===== src/rtl/hall_pkg.sv =====
// Shared types, the six-step Hall sequence and the commutation/step helpers
// used by the hall_commutator decoder.
package hall_pkg;

  typedef struct packed {
    logic [2:0] u;
    logic [2:0] z;
  } phase_drive_t;

  typedef enum logic [1:0] {
    STEP_FWD,
    STEP_REV,
    STEP_ILLEGAL
  } hall_step_t;

  localparam logic [2:0] HALL_SEQ [0:5] = '{3'b101, 3'b100, 3'b110, 3'b010, 3'b011, 3'b001};

  localparam phase_drive_t DRIVE_FLOAT = '{u: 3'b000, z: 3'b111};

  // Position of a code in the six-step sequence, -1 for 000/111.
  function automatic int seq_index(input logic [2:0] code);
    int idx;
    idx = -1;
    for (int i = 0; i < 6; i++)
      if (HALL_SEQ[i] == code) idx = i;
    return idx;
  endfunction

  function automatic phase_drive_t commutate(input logic [2:0] code, input logic dir);
    phase_drive_t drv;
    case (code)
      3'b101:  drv = '{u: 3'b001, z: 3'b100};
      3'b100:  drv = '{u: 3'b001, z: 3'b010};
      3'b110:  drv = '{u: 3'b010, z: 3'b001};
      3'b010:  drv = '{u: 3'b010, z: 3'b100};
      3'b011:  drv = '{u: 3'b100, z: 3'b010};
      3'b001:  drv = '{u: 3'b100, z: 3'b001};
      default: drv = DRIVE_FLOAT;
    endcase
    // Reverse: the low-side phase becomes the high side; all-float maps onto itself.
    if (!dir) drv.u = ~(drv.u | drv.z);
    return drv;
  endfunction

  function automatic hall_step_t hall_step(input logic [2:0] prev, input logic [2:0] next);
    int ip;
    int in;
    hall_step_t st;
    ip = seq_index(prev);
    in = seq_index(next);
    st = STEP_ILLEGAL;
    if (ip >= 0 && in >= 0) begin
      if (in == (ip + 1) % 6)      st = STEP_FWD;
      else if (ip == (in + 1) % 6) st = STEP_REV;
    end
    return st;
  endfunction

endpackage


===== src/rtl/hall_input_filter.sv =====
// Synchroniser chain followed by a debouncer: a value is accepted once the
// synchronised input has held it for FILTER_LEN consecutive cycles.
module hall_input_filter #(
  parameter int             W           = 3,
  parameter int             SYNC_STAGES = 2,
  parameter int             FILTER_LEN  = 4,
  parameter logic [W-1:0]   RESET_VAL   = '0
) (
  input  logic         clk,
  input  logic         rst,
  input  logic [W-1:0] d,
  output logic [W-1:0] q
);

  localparam int CW = $clog2(FILTER_LEN + 1);

  logic [SYNC_STAGES-1:0][W-1:0] sync;
  logic [W-1:0]                  cand;
  logic [CW-1:0]                 cnt;
  logic [CW-1:0]                 cnt_next;
  logic [W-1:0]                  s;

  assign s = sync[SYNC_STAGES-1];

  // The count includes the cycle the candidate was loaded, so a one-cycle
  // filter accepts on the reload edge.
  always_comb begin
    cnt_next = cnt;
    if (s != cand)                    cnt_next = CW'(1);
    else if (cnt < CW'(FILTER_LEN))   cnt_next = cnt + 1'b1;
  end

  always_ff @(posedge clk) begin
    if (rst) begin
      sync <= {SYNC_STAGES{RESET_VAL}};
      cand <= RESET_VAL;
      cnt  <= '0;
      q    <= RESET_VAL;
    end else begin
      sync[0] <= d;
      for (int i = 1; i < SYNC_STAGES; i++) sync[i] <= sync[i-1];
      cand <= s;
      cnt  <= cnt_next;
      if (cnt_next == CW'(FILTER_LEN)) q <= s;
    end
  end

endmodule


===== src/rtl/hall_commutator.sv =====
// BLDC six-step commutation decoder: filtered Hall code + direction -> registered
// per-phase drive. Optional sticky sequence fault when HALL_FAULT_EN is defined.
module hall_commutator
  import hall_pkg::*;
#(
  parameter int SYNC_STAGES = 2,
  parameter int FILTER_LEN  = 4,
  parameter int DEADTIME    = 16
) (
  input  logic       clk,
  input  logic       rst,
  input  logic [2:0] h,
  input  logic       dir,
  output logic [2:0] u,
`ifdef HALL_FAULT_EN
  output logic [2:0] z,
  output logic       fault
`else
  output logic [2:0] z
`endif
);

  localparam int             DTW     = (DEADTIME > 1) ? $clog2(DEADTIME) : 1;
  localparam logic [DTW-1:0] DT_LOAD = DTW'((DEADTIME > 0) ? DEADTIME - 1 : 0);

  logic [2:0]     h_acc;
  logic           dir_acc;
  logic           dir_prev;
  logic           toggle;
  logic [DTW-1:0] dt_cnt;
  logic           dead;
  logic           hold_float;
  phase_drive_t   drv;

  hall_input_filter #(.W(3), .SYNC_STAGES(SYNC_STAGES), .FILTER_LEN(FILTER_LEN),
                      .RESET_VAL(3'b000))
    u_h_filt (.clk(clk), .rst(rst), .d(h), .q(h_acc));

  // Direction resets to forward so leaving reset does not open a dead-time window.
  hall_input_filter #(.W(1), .SYNC_STAGES(SYNC_STAGES), .FILTER_LEN(FILTER_LEN),
                      .RESET_VAL(1'b1))
    u_dir_filt (.clk(clk), .rst(rst), .d(dir), .q(dir_acc));

  assign toggle = dir_acc != dir_prev;
  assign dead   = (DEADTIME > 0) && (toggle || dt_cnt != '0);

  always_ff @(posedge clk) begin
    if (rst) begin
      dir_prev <= 1'b1;
      dt_cnt   <= '0;
    end else begin
      dir_prev <= dir_acc;
      if (toggle)              dt_cnt <= DT_LOAD;
      else if (dt_cnt != '0)   dt_cnt <= dt_cnt - 1'b1;
    end
  end

`ifdef HALL_FAULT_EN
  logic [2:0] h_prev;
  logic       fault_set;

  // Leaving the reset code 000 is exempt from the step check.
  assign fault_set = (h_acc != h_prev) &&
                     (seq_index(h_acc) < 0 ||
                      (seq_index(h_prev) >= 0 && hall_step(h_prev, h_acc) == STEP_ILLEGAL));

  always_ff @(posedge clk) begin
    if (rst) begin
      h_prev <= 3'b000;
      fault  <= 1'b0;
    end else begin
      h_prev <= h_acc;
      if (fault_set) fault <= 1'b1;
    end
  end

  assign hold_float = dead || fault || fault_set;
`else
  assign hold_float = dead;
`endif

  always_ff @(posedge clk) begin
    if (rst)             drv <= DRIVE_FLOAT;
    else if (hold_float) drv <= DRIVE_FLOAT;
    else                 drv <= commutate(h_acc, dir_acc);
  end

  assign u = drv.u;
  assign z = drv.z;

endmodule


===== config.mk =====
export PLATFORM = sky130hd
export DESIGN_NAME = hall_commutator
export DESIGN_NICKNAME = d
export VERILOG_FILES = /design/src/rtl/hall_pkg.sv /design/src/rtl/hall_input_filter.sv /design/src/rtl/hall_commutator.sv
export SDC_FILE = /design/constraint.sdc
export NUM_CORES = 1
export LEC_CHECK = 0
export CORE_ASPECT_RATIO = 1.5
export CORE_MARGIN = 2
export CORE_UTILIZATION = 45
export DETAILED_ROUTE_END_ITERATION = 7
export MAX_ROUTING_LAYER = met4
export PLACE_DENSITY_LB_ADDON = 0.12
export SETUP_SLACK_MARGIN = 0.02
export SYNTH_ARGS = -nofsm -noshare
export SYNTH_HDL_FRONTEND = slang
export SYNTH_HIERARCHICAL = 1
export SYNTH_SLANG_ARGS = --single-unit

===== constraint.sdc =====
create_clock -name clk -period 4.61 [get_ports clk]
set_input_delay 0.6915 -clock clk [delete_from_list [all_inputs] [get_ports clk]]
set_output_delay 0.6915 -clock clk [all_outputs]
set_load 0.05 [all_outputs]

Word level (Yosys, flattened, before mapping)

Index checks and enable logic that the tools add are counted.

$add $sub $neg: 3
Multiply operators: 0
Div/mod/pow operators: 0
Order comparisons: 2
Equal/unequal tests: 11
Shift operators: 0
Mux-type cells: 10
Bitwise logic cells: 2
Reduce and logical (&&, ||, !) cells: 4

Operators by type and width:

| kind                                              | number |
|---|---|
| one-hot mux 6 bit (6 select lines)                | 1 |
| == test 3 bit (second input constant)             | 5 |
| 2-to-1 mux 3 bit                                  | 5 |
| 2-to-1 mux 6 bit                                  | 2 |
| 2-to-1 mux 4 bit                                  | 2 |
| adder 3 x 1 -> 3 bit (second input constant)      | 2 |
| == test 3 x 2 -> 1 bit (second input constant)    | 2 |
| < comparator 3 bit (second input constant)        | 2 |
| nonzero test 4 bit                                | 1 |
| subtractor 4 x 1 -> 4 bit (second input constant) | 1 |
| == test 3 x 1 -> 1 bit (second input constant)    | 1 |
| inequality test 3 bit                             | 1 |
| inverter 3 bit                                    | 1 |
| OR 3 bit                                          | 1 |
| inequality test 1 bit                             | 2 |
| nonzero test 2 bit                                | 1 |
| OR reduction 2 bit                                | 1 |
| logical OR 1 bit                                  | 1 |

Register bits: 33
Latch bits: 0
RAM bits: 0
Memory bits (read-only): 0
Input bits: 6
Output and inout port bits: 6
Memories kept: 0

Logic depth before layout (Yosys ltp)

Depth after elaboration: 7
Mapped depth: 7

Hierarchy

Netlist, hierarchy kept.

Modules (own cells, without submodules):

| module                          | times used | cells an instance | area an instance (sq um) |
|---|---|---|---|
| hall_commutator                 | 1          | 69                | 586.8 |
| hall_input_filter at u_h_filt   | 1          | 45                | 524.3 |
| hall_input_filter at u_dir_filt | 1          | 27                | 300.3 |

Least setup slack after synthesis

OpenSTA, ideal clock, no wires.

Kind: flip-flop to flip-flop
Start: reg dt_cnt[0]
End: reg drv, in the netlist z[0]
Setup time: 0.120 ns
Data arrival time: 1.588 ns
Slack: 2.902 ns
Stages on the path, launching flop included: 7
Path buffers: 1
Cells stage by stage: dfxtp_1 inv_1 ha_1 or3b_1 clkbuf_2 or3_4 a211o_1

Longest elaborated chain between the ends: 3

RTL lines:

| what                         | RTL line              | text |
|---|---|---|
| start: declaration           | hall_commutator.sv:30 | `logic [DTW-1:0] dt_cnt;` |
| start signal: assignment     | hall_commutator.sv:54 | `else if (dt_cnt != '0) dt_cnt <= dt_cnt - 1'b1;` |
| nonzero test 4 bit           | hall_commutator.sv:45 | `assign dead = (DEADTIME > 0) && (toggle \|\| dt_cnt != '0);` |
| logical OR 1 bit             | hall_commutator.sv:45 |  |
| OR reduction 2 bit (no line) | --                    |  |
| end signal: assignment       | hall_commutator.sv:85 | `else drv <= commutate(h_acc, dir_acc);` |
| end: declaration             | hall_commutator.sv:33 | `phase_drive_t drv;` |

No other way between the ends.
A chain may end at the register's enable or synchronous reset.

Worst setup path in the final report

Start: in rst
End: reg drv, in the netlist z[0]

Longest elaborated chain between the ends: 1

RTL lines:

| what                         | RTL line              | text |
|---|---|---|
| start: declaration           | hall_commutator.sv:11 | `input logic rst,` |
| OR reduction 2 bit (no line) | --                    |  |

No other way between the ends.

==> flow_summary.json <==
{
  "cts_buffers": 5,
  "num-fill-cells": 292,
  "firstDrtPassIters": 4,
  "final_layout_size_suffix_gt1_frac": 0.1154,
  "p_int_w": 0.0005538,
  "switchingPower_w": 0.0001921,
  "relSlewSlack": 0.3149,
  "crit_family": "buffers and inverters",
  "io_pins": 12,
  "routed_wl_mm": 2.305,
  "drc": 0,
  "synthFlopType": "dfxtp_1",
  "grt_pass1_wl_mm": 4.071,
  "grtUsageTotal": 0.1536,
  "clkTransAtPathRegs_ns": 0.07,
  "synth_top_area_cell": "dfxtp_1",
  "setup_viol": 0,
  "syn_avg_cell_area_um2": 10.01,
  "yosys-top-cells-area": "dfxtp_1 47%, ha_1 8.0%, nor2b_1 6.2%, xnor2_1 3.7%, a21oi_1 3.2%",
  "final_cells": 195,
  "critPathMaxStageDelay_ns": 0.94,
  "grt-ovfl-total": 0,
  "worstRegToRegCells": 5,
  "clkPwrFrac": 0.375,
  "clock_path_buffers": 2,
  "crit_arrival_ns": 2.50,
  "async_flop_share": 0,
  "drt-wirelength-per-cell_um": 11.82,
  "drtAntennaViolNets": 0,
  "slew_violations": 0,
  "dieArea_um2": 3610,
  "die_h_um": 72.59,
  "diodes": 0,
  "cp.depth": 3,
  "worstSkewPairLatency_ns": 0.29,
  "cp_slowest_cell": "clkdlybuf4s50_1",
  "post_cts_resized": 0,
  "swShare": 0.2575,
  "place_ws_ns": 1.958,
  "post-cts-setup-buffers": 0,
  "min_path_cells": 1,
  "dp.cells": 187,
  "fin_setup_tns_ns": 0,
  "max_freq_mhz": 431.5,
  "rows": 24,
  "syn-num-nets": 156,
  "p_leak_nw": 0.6337,
  "vias": 983,
  "ys_seq_elements": 33,
  "ys_top_cells_by_count": "33 x dfxtp_1, 14 x nor2b_1, 12 x nor2_1, 9 x a21oi_1, 9 x ha_1",
  "grt_pass1_vias": 1008,
  "cts_tree": "done",
  "hold_buffers": 0,
  "worst_slack_ns": 2.292,
  "critPathLaunchType": "input port",
  "max-vdd-ir-drop_mv": 0.3032,
  "synth_warnings": 6,
  "clockRootBuffer": "clkbuf_8",
  "syn-instance-count": 141,
  "die_w_um": 49.73,
  "cp_max_fo": 31,
  "start_util": 0.4796,
  "status": "completed",
  "place.gp.congestion": 0.8268,
  "ys_seq_area_frac": 0.4681,
  "drv_cap": 0,
  "yosys.cell_types.count": 35,
  "dp_hpwl_mm": 1.549,
  "combinationalPowerShare": 0.181,
  "viasPerCell": 5.041,
  "worst-setup-path-type": "input port to flop",
  "floorplan.core_area_um2": 2943,
  "worst_hold_path_type": "flop to flop",
  "seqPwrFrac": 0.444,
  "io_buffer_count": 11,
  "tightestPinTransition_ns": 1.024,
  "fin_worst_skew_ns": 0.004349,
  "powerDensity_nw_per_um2": 446.9,
  "rsz0062_at_grt": "false",
  "hold_viol": 0,
  "syn_to_final_growth_pct": 18.26,
  "nets": 170,
  "required_ns": 4.79,
  "crit_chain": "clkdlybuf4s50_1 > or3_4 > a211o_1",
  "syn_area_um2": 1411,
  "grt_start_max_net_pins": 32,
  "critPathCaptureType": "flop",
  "drt_iter0_markers": 24,
  "antenna_found_initial": 0,
  "utilization": 0.5672,
  "min_period_ns": 2.318,
  "cts.sinks": 33,
  "period_share": 0.5027,
  "synth_top_area_frac": 0.4681,
  "synth_edf_count": 0,
  "path_buf_inv": 1,
  "yosysMostFrequentCell": "dfxtp_1",
  "htreeDepth": 2
}
## worst paths after layout
check	to	slack (ns)	startpoint
hold reg to reg	u_dir_filt/s	0.41	u_dir_filt/sync[0]
setup reg to reg	z[0]	2.81	dt_cnt[0]
setup / recovery	z[0]	2.29	rst
hold / removal	u_dir_filt/s	0.41	u_dir_filt/sync[0]
## final cells by class
cell class,instances,area [µm²],area share
Multi-Input combinational cell,100,718.2,0.4303
Sequential cell,33,660.6,0.3958
Timing Repair Buffer,11,110.1,0.06597
Clock buffer,7,86.33,0.05172
Tap cell,39,48.80,0.02924
Clock inverter,1,30.03,0.01799
Inverter,4,15.01,0.008996
## worst register-to-register path: stages, from the launching register on
cell and delay, ns:
dfxtp_1 0.33, inv_1 0.08, ha_1 0.16, or3b_1 0.46
or3_4 0.43, a211o_1 0.23
## metal layers
layer | share of wire | routed length [µm] | global-route usage | vias to the layer above
li1 | - | - | - | 508
met1 | 0.38 | 883 | 0.1332 | 449
met2 | 0.54 | 1237 | 0.2800 | 18
met3 | 0.049 | 112 | 0.05123 | 8
met4 | 0.031 | 72 | 0.09259 | 0
met5 | 0 | 0 | - | -
## layout by cell type (no fill, tap or decap), drive strengths merged, types with 2 or more instances in the layout
master / instances
a211o: 2
a21oi: 9
clkbuf: 7
clkdlybuf4s50: 11
dfxtp: 33
ha: 9
inv: 4
mux2: 3
mux2i: 3
nand2: 6
nor2: 12
nor2b: 14
nor3: 9
nor3b: 2
nor4bb: 2
o21ai: 4
or2: 4
or3: 2
xnor2: 6
xor2: 4
## logic make-up after synthesis
group	after synthesis	share of synthesized area
DFF	33	0.4681
buffers and inverters	8	0.02304
and+or+nand+nor	54	0.2287
AOI/OAI and AO/OA	21	0.09310
adders and majority gates	9	0.07979
xor gates and xnor gates	10	0.06205
muxes	6	0.04521
## power by group through the flow
stage	Clock, W	Sequential [W]	Combinational [W]
final	0.000280	0.000331	0.000135
after detailed placement	0	0.000338	0.000135
after global routing	0.000294	0.000334	0.000157
after global placement	0	0.000336	0.000130
after floorplan	0	0.000333	0.000117
after CTS	0.000288	0.000332	0.000137
## registers in the layout, summed over array words and instances, names as in the netlist, 3 cells and up
name / count
dt_cnt: 4
u_dir_filt/cnt: 3
u_h_filt/cand: 3
u: 3
u_h_filt/q: 3
u_h_filt/s: 3
u_h_filt/cnt: 3
z: 3
u_h_filt/sync: 3
## through the flow
step	instance area, µm²	hold slack, ns	total power [W]
2_1_floorplan	1411	0.3895	0.0004500
3_3_place_gp	1553	0.3924	0.0004656
3_5_place_dp	1553	0.4025	0.0004732
4_1_cts	1669	0.4175	0.0007566
5_1_grt	1669	0.4320	0.0007840
6_report	1669	0.4129	0.0007459
No activity file was read; power rests on OpenSTA's default activity.
